<file path="src/rtl/func_gen_pkg.sv">
// Constants and state encoding shared by the function generator and the
// receive-side wave period analyzer.
package func_gen_pkg;

    // Sample format: 8-bit unsigned, offset binary (mid-scale is "zero").
    localparam int DW_DEF   = 8;
    localparam int PW_DEF   = 16;
    localparam int MID_DEF  = 128;
    localparam int HYST_DEF = 8;

    // Analyzer measurement FSM.
    typedef enum logic [0:0] {
        ST_IDLE    = 1'b0,
        ST_MEASURE = 1'b1
    } meas_state_e;

endpackage

</file>
<file path="src/rtl/wave_minmax_tracker.sv">
// Running min/max accumulator for one waveform cycle. The next_* outputs
// already fold in the current sample so the owner can publish a result on
// the same edge that clears the accumulators.
module wave_minmax_tracker
    import func_gen_pkg::*;
#(
    parameter int DW = DW_DEF
) (
    input  logic          clk,
    input  logic          rst,
    input  logic          clear,
    input  logic          update,
    input  logic [DW-1:0] sample,
    output logic [DW-1:0] next_min,
    output logic [DW-1:0] next_max
);

    logic [DW-1:0] min_acc_r;
    logic [DW-1:0] max_acc_r;

    // Candidate extremes including the sample presented this cycle.
    always_comb begin
        next_min = min_acc_r;
        next_max = max_acc_r;
        if (sample < min_acc_r) begin
            next_min = sample;
        end else begin
            next_min = min_acc_r;
        end
        if (sample > max_acc_r) begin
            next_max = sample;
        end else begin
            next_max = max_acc_r;
        end
    end

    // Accumulators start empty (min at full scale, max at zero) after a clear.
    always_ff @(posedge clk or posedge rst) begin
        if (rst) begin
            min_acc_r <= {DW{1'b1}};
            max_acc_r <= {DW{1'b0}};
        end else if (clear) begin
            min_acc_r <= {DW{1'b1}};
            max_acc_r <= {DW{1'b0}};
        end else if (update) begin
            min_acc_r <= next_min;
            max_acc_r <= next_max;
        end else begin
            min_acc_r <= min_acc_r;
            max_acc_r <= max_acc_r;
        end
    end

endmodule

</file>
<file path="src/rtl/wave_period_analyzer.sv">
// Measures period, min, max and peak-to-peak of an unsigned sample stream
// using mid-scale rising crossings with a hysteresis band. A sample at or
// below MID-HYST arms the detector; an armed sample at or above MID+HYST is
// a crossing. The first crossing opens a cycle, each later one closes it.
module wave_period_analyzer
    import func_gen_pkg::*;
#(
    parameter int DW   = DW_DEF,
    parameter int PW   = PW_DEF,
    parameter int MID  = MID_DEF,
    parameter int HYST = HYST_DEF
) (
    input  logic          clk,
    input  logic          rst,
    input  logic [DW-1:0] sample_in,
    input  logic          sample_valid,
    output logic [PW-1:0] period,
    output logic [DW-1:0] min_val,
    output logic [DW-1:0] max_val,
    output logic [DW-1:0] p2p,
    output logic          meas_valid,
    output logic          no_signal
);

    localparam logic [DW-1:0] ARM_LVL   = DW'(MID - HYST);
    localparam logic [DW-1:0] CROSS_LVL = DW'(MID + HYST);
    // Largest count before a cycle is abandoned; cnt never wraps.
    localparam logic [PW-1:0] CNT_LIMIT = {{(PW-1){1'b1}}, 1'b0};
    localparam logic [PW-1:0] CNT_ONE   = {{(PW-1){1'b0}}, 1'b1};

    meas_state_e   state_r;
    logic [PW-1:0] cnt_r;
    logic          armed_r;

    logic          arm_s;
    logic          cross_s;
    logic          timeout_s;
    logic          update_s;
    logic [DW-1:0] next_min_s;
    logic [DW-1:0] next_max_s;

    // Crossing, arming, timeout and accumulate qualifiers for this sample.
    always_comb begin
        arm_s     = 1'b0;
        cross_s   = 1'b0;
        timeout_s = 1'b0;
        update_s  = 1'b0;
        if (sample_valid) begin
            arm_s   = (sample_in <= ARM_LVL);
            cross_s = armed_r && (sample_in >= CROSS_LVL);
            if ((state_r == ST_MEASURE) && !cross_s) begin
                timeout_s = (cnt_r == CNT_LIMIT);
                update_s  = (cnt_r != CNT_LIMIT);
            end else begin
                timeout_s = 1'b0;
                update_s  = 1'b0;
            end
        end else begin
            arm_s     = 1'b0;
            cross_s   = 1'b0;
            timeout_s = 1'b0;
            update_s  = 1'b0;
        end
    end

    wave_minmax_tracker #(
        .DW(DW)
    ) u_minmax (
        .clk      (clk),
        .rst      (rst),
        .clear    (cross_s),
        .update   (update_s),
        .sample   (sample_in),
        .next_min (next_min_s),
        .next_max (next_max_s)
    );

    // Hysteresis arm flag: a crossing or a timeout consumes it.
    always_ff @(posedge clk or posedge rst) begin
        if (rst) begin
            armed_r <= 1'b0;
        end else if (timeout_s || cross_s) begin
            armed_r <= 1'b0;
        end else if (arm_s) begin
            armed_r <= 1'b1;
        end else begin
            armed_r <= armed_r;
        end
    end

    // Measurement FSM with registered result outputs and one-cycle strobe.
    always_ff @(posedge clk or posedge rst) begin
        if (rst) begin
            state_r    <= ST_IDLE;
            cnt_r      <= {PW{1'b0}};
            period     <= {PW{1'b0}};
            min_val    <= {DW{1'b0}};
            max_val    <= {DW{1'b0}};
            p2p        <= {DW{1'b0}};
            meas_valid <= 1'b0;
            no_signal  <= 1'b0;
        end else begin
            meas_valid <= 1'b0;
            case (state_r)
                ST_IDLE: begin
                    if (cross_s) begin
                        state_r <= ST_MEASURE;
                        cnt_r   <= {PW{1'b0}};
                    end else begin
                        state_r <= ST_IDLE;
                    end
                end
                ST_MEASURE: begin
                    if (cross_s) begin
                        period     <= cnt_r + CNT_ONE;
                        min_val    <= next_min_s;
                        max_val    <= next_max_s;
                        p2p        <= next_max_s - next_min_s;
                        meas_valid <= 1'b1;
                        no_signal  <= 1'b0;
                        cnt_r      <= {PW{1'b0}};
                    end else if (timeout_s) begin
                        no_signal <= 1'b1;
                        state_r   <= ST_IDLE;
                    end else if (update_s) begin
                        cnt_r <= cnt_r + CNT_ONE;
                    end else begin
                        cnt_r <= cnt_r;
                    end
                end
                default: begin
                    state_r <= ST_IDLE;
                    cnt_r   <= {PW{1'b0}};
                end
            endcase
        end
    end

endmodule

</file>
<file path="config.mk">
export PLATFORM = sky130hd
export DESIGN_NAME = wave_period_analyzer
export DESIGN_NICKNAME = d
export VERILOG_FILES = /design/src/rtl/func_gen_pkg.sv /design/src/rtl/wave_minmax_tracker.sv /design/src/rtl/wave_period_analyzer.sv
export SDC_FILE = /design/constraint.sdc
export NUM_CORES = 1
export LEC_CHECK = 0
export ABC_AREA = 1
export CAP_MARGIN = 20
export CORE_MARGIN = 4
export CORE_UTILIZATION = 30
export DETAILED_ROUTE_END_ITERATION = 8
export GPL_ROUTABILITY_DRIVEN = 0
export PLACE_DENSITY = 0.49
export SETUP_SLACK_MARGIN = 0.4
export SLEW_MARGIN = 15
export SYNTH_ARGS = -nofsm -noshare
export SYNTH_HDL_FRONTEND = slang
export SYNTH_HIERARCHICAL = 1
export SYNTH_SLANG_ARGS = --single-unit
</file>
<file path="constraint.sdc">
create_clock -name clk -period 3.1 [get_ports clk]
set_clock_uncertainty 0.1 [all_clocks]
set_input_delay 0.31 -clock clk [delete_from_list [all_inputs] [get_ports clk]]
set_output_delay 0.31 -clock clk [all_outputs]
set_load 0.01 [all_outputs]
</file>
==> impl_metrics.py, run 1 <==
metrics = {
    "yosys": {
        "yosysSeqAreaShare_pct": 42.1,
        "avgSynthCellArea_sq_um": 7.73,
        "ys_async_sr_fraction_pct": 100,
        "synthFlopType": "dfrtp_1",
        "synth_top_area_share_pct": 37.4,
        "synth_cell_type_count": 35,
        "synth_edf_count": 0,
        "synth.area.top_cells": "dfrtp_1, nand2_1, nand3_1, ha_1, inv_1",
        "synthesis.nets": 624,
        "synth-seq-cells": 76,
        "synth_area_leader_cell": "dfrtp_1",
        "netlist_instances": 588,
        "synth_area_sq_um": 4540,
        "yosys_warnings": 6,
    },
    "sta": {
        "finalMaxSlewViolations": 0,
        "worst_pin_slew_ps": 897,
        "finalCritPeriodShare_pct": 86.8,
        "fmax_ghz": 0.372,
        "fin_crit_ps": 2690,
        "grt_setup_unrepaired": "true",
        "finalSetupViolations": 0,
        "hold_viol_final": 0,
        "slew-limit-headroom_pct": 40.2,
        "fin_ws_ps": 410,
    },
    "clock_network": {
        "cts.clk_slew.worst_paths_ps": 60,
        "root_buffer": "clkbuf_16",
        "cts_buffers": 9,
        "max-clock-path-buffers": 2,
        "htree_levels": 3,
        "cts_tree": "done",
        "clkLatencyLatePin_ps": 340,
        "clock-sinks": 76,
        "cts_hold_buf": 0,
    },
    "setup_path": {
        "worstSetupStartpointType": "flip-flop",
        "cp.arrival_ps": 2810,
        "crit_type": "reg2reg",
        "crit_fanout": 5,
        "worstSetupEndpointType": "flip-flop",
        "rr_startpoint": "u_minmax/min_acc_r[6]$_DFFE_PP1P_",
        "critPathRequiredTime_ps": 3220,
        "cp-startpoint": "u_minmax/min_acc_r[6]$_DFFE_PP1P_",
        "worst_r2r_path_depth": 16,
    },
    "die": {
        "die_w_microns": 131,
        "start_util_pct": 30.9,
        "fp.dieH_microns": 131,
        "core_region_area_sq_um": 14700,
        "placementRows": 44,
        "dieArea_sq_um": 17200,
        "io_pins": 53,
    },
    "grt": {
        "track_usage_pct": 14.8,
        "grt_pass1_wl_microns": 19700,
        "grt_pass1_vias": 3865,
        "grt_max_degree": 58,
        "antenna_found_initial": 0,
        "overflow": 0,
    },
    "route": {
        "drt-total-wl_microns": 12100,
        "via_per_inst": 4.60,
        "wl_per_cell_microns": 14.0,
        "vias": 3992,
        "drc": 0,
        "dr.pass1.iters": 4,
        "drtIter0Drc": 245,
        "ant_nets": 0,
    },
    "layout": {
        "seqCellArea_sq_um": 1910,
        "fin_nets": 714,
        "layout-drive-gt1-share_pct": 24.6,
        "most-common-layout-cells": "nand2_1, dfrtp_1, nand3_1, inv_1, clkdlybuf4s50_1",
        "num_antenna_cells": 0,
        "multi_input_area_sq_um": 2600,
        "final_common_cell": "nand2_1",
        "area_growth_pct": 35.1,
        "fin_cells": 867,
        "n_fill_cell": 1476,
        "design_area_sq_um": 6140,
    },
    "hold_path": {
        "hold_class": "in2async",
    },
    "pwr": {
        "p_sw_mw": 2.19,
        "comb_power_share_pct": 55.1,
        "p_sw_share_pct": 38.6,
        "p_leak_nw": 3.07,
        "p_int_mw": 3.47,
        "peakVddDrop_mv": 0.344,
        "seq_power_share_pct": 26.1,
        "power_density_nw_per_um2": 922,
        "clock_power_share_pct": 18.7,
    },
    "flow_run": {
        "drv_cap": 0,
    },
    "placed_design": {
        "dp_cells": 841,
        "dpl_cell_area_sq_um": 5430,
        "pre_cts_ws_ps": -130,
        "dpl.hpwl_microns": 9070,
        "io_buffers": 52,
    },
    "status": {
        "status": "completed",
    },
}
## worst max-delay path, stage by stage, from the launching register on
cell     delay, ps
dfstp_2        540
inv_2           60
ha_4           260
nand2_2         70
nor2_2         150
nand2_4         90
nand2_4        110
nand2_2         60
and2_4         150
ha_4           160
fa_2           340
inv_2           60
nand4_1        120
nand3_1        110
nand2_1         50
nand3_1         70
nand2_1         50
## power groups by stage
stage / clock, mW / combinational, mW / sequential [mW]
after floorplan: 0 / 1.43 / 1.54
after CTS: 1.09 / 2.90 / 1.48
final: 1.06 / 3.12 / 1.48
after global placement: 0 / 2.50 / 1.48
after global routing: 1.12 / 3.43 / 1.52
after detailed placement: 0 / 2.54 / 1.49
## final timing paths
kind | slack (ps) | endpoint
worst max-delay path | 410 | p2p[6]$_DFFE_PP0P_
worst min-delay path | 150 | max_val[5]$_DFFE_PP0P_
worst max register to register | 410 | p2p[6]$_DFFE_PP0P_
worst min register to register | 370 | max_val[2]$_DFFE_PP0P_
max in group asynchronous | 1810 | cnt_r[3]$_DFFE_PP0P_
min in group clk | 370 | max_val[2]$_DFFE_PP0P_
## metal layers
metal / up-vias / part of all wire, % / global-route usage, %
met5: - / 0 / 0
met1: 1886 / 50 / 20.7
met4: 0 / 1.6 / 5.08
li1: 2029 / - / -
met3: 15 / 4.2 / 3.57
met2: 62 / 45 / 22.4
## cell type report
class	instances	area share (%)
multi-input cells	428	42.3
flip-flops and latches	76	31.1
repair buffers	94	13.8
inverters	69	4.26
clock buffers	11	3.95
well taps	184	3.75
clock inverters	5	0.856
## cell usage after synthesis (2+ instances only)
master	n
a21oi_1	16
and2_1	17
buf_2	8
buf_6	3
clkbuf_1	2
clkinv_1	2
dfrtp_1	68
dfstp_2	8
ha_1	24
inv_1	65
inv_2	2
nand2_1	212
nand2_2	9
nand2_4	4
nand3_1	65
nand3_2	3
nand3b_1	3
nand4_1	6
nor2_1	18
nor2_2	6
nor2_4	3
nor3_1	3
o21ai_0	12
o21ai_1	6
xnor2_1	8
xor2_1	6
## metrics by stage
stage	setup TNS, ps	power, mW	util [%]	hold slack [ps]
after CTS	0	5.48	40.8	148
after global placement	-357	3.99	36.9	359
after global routing	0	6.08	41.8	174
after floorplan	0	2.97	-	118
final	0	5.66	41.8	151
after detailed placement	-528	4.03	36.9	363
## sequential cells by signal (all words and copies together), names as in the netlist
signal,count
u_minmax/max_acc_r,8
state_r,1
armed_r,1
p2p,8
meas_valid,1
cnt_r,16
u_minmax/min_acc_r,8
max_val,8
min_val,8
no_signal,1
period,16
## logic make-up (layout without fill, tap and decap cells)
logic type	count (synthesis)	count (layout)	share of synthesized area [%]
XOR/XNOR	14	14	2.70
buffers and inverters	84	179	8.09
flip-flops	76	76	42.1
adder cells (fa/ha/maj)	25	25	7.05
AND/OR/NAND/NOR	353	353	36.0
AO/OA/AOI/OAI	36	36	4.08
## repair_timing
action                                  CTS  global route
endpoints found under the setup margin    7             7
resized for setup                        52            38
endpoints found under the hold margin     0             0
setup buffers                             8             2
pin swaps                                14            24
No activity file was read; power rests on OpenSTA's default activity.
==> run 2: changes to the inputs <==
--- a/config.mk
+++ b/config.mk
@@ -9,6 +9,7 @@
 export CAP_MARGIN = 20
 export CORE_MARGIN = 4
 export CORE_UTILIZATION = 30
+export CTS_CLUSTER_DIAMETER = 120
 export DETAILED_ROUTE_END_ITERATION = 8
 export GPL_ROUTABILITY_DRIVEN = 0
 export PLACE_DENSITY = 0.49
==> results of run 2 <==
Same layout as run 1: the final DEF is identical, and so are final timing and power.
==> run 3: changes to the inputs <==
--- a/config.mk
+++ b/config.mk
@@ -5,7 +5,6 @@
 export SDC_FILE = /design/constraint.sdc
 export NUM_CORES = 1
 export LEC_CHECK = 0
-export ABC_AREA = 1
 export CAP_MARGIN = 20
 export CORE_MARGIN = 4
 export CORE_UTILIZATION = 30
@@ -14,8 +13,9 @@
 export GPL_ROUTABILITY_DRIVEN = 0
 export PLACE_DENSITY = 0.49
 export SETUP_SLACK_MARGIN = 0.4
-export SLEW_MARGIN = 15
+export SLEW_MARGIN = 20
 export SYNTH_ARGS = -nofsm -noshare
 export SYNTH_HDL_FRONTEND = slang
 export SYNTH_HIERARCHICAL = 1
 export SYNTH_SLANG_ARGS = --single-unit
+export TNS_END_PERCENT = 100
==> impl_metrics.py, run 3 <==
metrics = {
    "sta": {
        "whs_ps": 255,
        "finalMaxSlewViolations": 0,
        "fin_crit_ps": 3240,
        "finalSetupViolations": 4,
        "hold_viol_final": 0,
        "finalCritPeriodShare_pct": 104,
        "grt_setup_unrepaired": "true",
        "worst_pin_slew_ps": 694,
        "fin_ws_ps": -136,
        "slew-limit-headroom_pct": 53.3,
        "fmax_ghz": 0.309,
    },
    "grt": {
        "grt_pass1_wl_microns": 18800,
        "overflow": 0,
        "antenna_found_initial": 0,
        "grt_max_degree": 62,
        "track_usage_pct": 14.5,
        "grt_pass1_vias": 3586,
    },
    "layout": {
        "n_fill_cell": 1381,
        "most-common-layout-cells": "nand2_1, dfrtp_1, buf_4, clkdlybuf4s50_1, o21ai_0",
        "fin_nets": 620,
        "design_area_sq_um": 6160,
        "reg_top3": "cnt_r: 16 flops, period: 16 flops",
        "final_common_cell": "nand2_1",
        "layout-drive-gt1-share_pct": 27.7,
        "area_growth_pct": 42.8,
        "num_antenna_cells": 0,
    },
    "yosys": {
        "post-synth-top-count-cell": "nand2_1",
        "avgSynthCellArea_sq_um": 9.30,
        "synth_area_sq_um": 4310,
        "yosys_warnings": 6,
        "synth_top_area_share_pct": 39.4,
        "synth-seq-cells": 76,
        "ys_top_cells_by_count": "nand2_1, dfrtp_1, o21ai_0",
        "ys_async_sr_fraction_pct": 100,
        "synthFlopType": "dfrtp_1",
        "synth_cell_type_count": 51,
        "synthesis.nets": 500,
        "netlist_instances": 464,
        "yosysSeqAreaShare_pct": 44.3,
        "synth_edf_count": 0,
        "synth_area_leader_cell": "dfrtp_1",
        "synth.area.top_cells": "dfrtp_1, ha_1, nand2_1, o21ai_0, dfstp_2",
    },
    "die": {
        "io_pins": 53,
        "core_region_area_sq_um": 14000,
        "start_util_pct": 30.8,
        "fp.dieH_microns": 128,
        "placementRows": 43,
        "dieArea_sq_um": 16400,
        "die_w_microns": 128,
    },
    "clock_network": {
        "cts_tree": "done",
        "cts_buffers": 9,
        "clock-sinks": 76,
        "cts_hold_buf": 0,
        "htree_levels": 3,
        "clkLatencyLatePin_ps": 340,
        "max-clock-path-buffers": 2,
        "root_buffer": "clkbuf_16",
        "cts.clk_slew.worst_paths_ps": 60,
    },
    "route": {
        "ant_nets": 0,
        "via_per_inst": 4.80,
        "drc": 0,
        "dr.pass1.iters": 4,
        "drt-total-wl_microns": 11400,
        "drtIter0Drc": 232,
        "wl_per_cell_microns": 14.8,
        "vias": 3691,
    },
    "pwr": {
        "finalPower_mw": 6.21,
        "peakVddDrop_mv": 0.409,
        "p_leak_nw": 2.78,
        "power_density_nw_per_um2": 1010,
    },
    "setup_path": {
        "critPathRequiredTime_ps": 3210,
        "crit_type": "in2reg",
        "crit_fanout": 3,
        "worstSetupStartpointType": "input pin",
        "cp.arrival_ps": 3350,
        "worstSetupEndpointType": "flip-flop",
    },
    "placed_design": {
        "dpl.hpwl_microns": 8440,
        "dpl_cell_area_sq_um": 5530,
        "io_buffers": 52,
        "pre_cts_ws_ps": -528,
    },
    "hold_path": {
        "hold_class": "in2async",
    },
    "flow_run": {
        "drv_cap": 0,
    },
    "status": {
        "status": "finished with violations",
        "violations": "negative setup slack",
    },
}
==> run 3: cell count changes in the layout (fill, tap and decap cells not counted), sizes merged, moves of 7 or more <==
cell,before,now
nand2,225,77
nand3,68,12
o21ai,18,62
buf,42,77
inv,67,35
nand2b,0,19
nor2,28,13
and2,17,3
mux2i,0,10
mux2,0,9
o31ai,0,8
clkdlybuf4s50,44,51
dlygate4sd2,8,1
o211ai,0,7
==> run 3: cells by family after synthesis <==
group                    share of synthesized area (%)
XOR/XNOR                                          3.25
AO/OA/AOI/OAI                                     17.0
flip-flops                                        44.3
AND/OR/NAND/NOR                                   17.9
multiplexers                                      4.67
adder cells (fa/ha/maj)                           7.42
buffers and inverters                             5.51
==> run 3: final cells by class <==
type                            count  area (sq um)  share of cell area (%)
Multi-Input combinational cell    334          2410                    39.1
Tap cell                          180           225                    3.65
Timing Repair Buffer              129          1160                    18.9
Sequential cell                    76          1910                    31.0
Clock buffer                       11           243                    3.94
Inverter                           34           128                    2.07
Clock inverter                      5          83.8                    1.36
==> run 3: where the power goes <==
group	leakage (nW)	switching, mW	internal, mW
combinational	1.65	1.57	1.96
sequential	0.972	0.195	1.33
clock	0.152	0.414	0.730
==> run 3: repair_timing <==
action / 4_1_cts / 5_1_grt
gates resized for setup: 11 / 37
pin swaps: 9 / 20
buffers inserted: 11 / 6
setup endpoints to repair: 7 / 13
==> run 3: worst paths after layout <==
check | start | endpoint | slack, ps | cells after the start
max in group asynchronous | rst | period[0]$_DFFE_PP0P_ | 1940 | 3
hold / removal | rst | min_val[7]$_DFFE_PP0P_ | 250 | 2
hold reg to reg | min_val[7]$_DFFE_PP0P_ | min_val[7]$_DFFE_PP0P_ | 380 | 2
setup / recovery | sample_in[6] | p2p[6]$_DFFE_PP0P_ | -140 | 13
setup reg to reg | u_minmax/min_acc_r[7]$_DFFE_PP1P_ | p2p[6]$_DFFE_PP0P_ | -130 | 13
min in group clk | min_val[7]$_DFFE_PP0P_ | min_val[7]$_DFFE_PP0P_ | 380 | 2
==> run 3: critical path, stage by stage <==
cell	delay (ps)
clkdlybuf4s50_1	580
ha_4	240
and3_4	160
a221o_1	370
a21oi_4	210
mux2_4	350
ha_4	170
fa_2	350
nor2b_2	130
o31a_1	180
o21ai_2	60
mux2i_1	130
o311ai_1	110
==> run 3: per-layer routing <==
metal / GRT usage (%) / vias to the layer above / wire length (microns)
met1: 22.0 / 1735 / 5830
li1: - / 1867 / -
met4: 4.99 / 0 / 186
met2: 20.2 / 76 / 4820
met3: 3.25 / 13 / 578
met5: 0 / - / 0
==> run 3: stage by stage <==
stage / utilization (%) / std cells / setup TNS [ps]
after global placement: 39.5 / 736 / -2110
after floorplan: - / 464 / -104
after CTS: 42.8 / 763 / -498
after global routing: 44.1 / 769 / -997
after detailed placement: 39.5 / 736 / -2350
final: 44.1 / 769 / -373
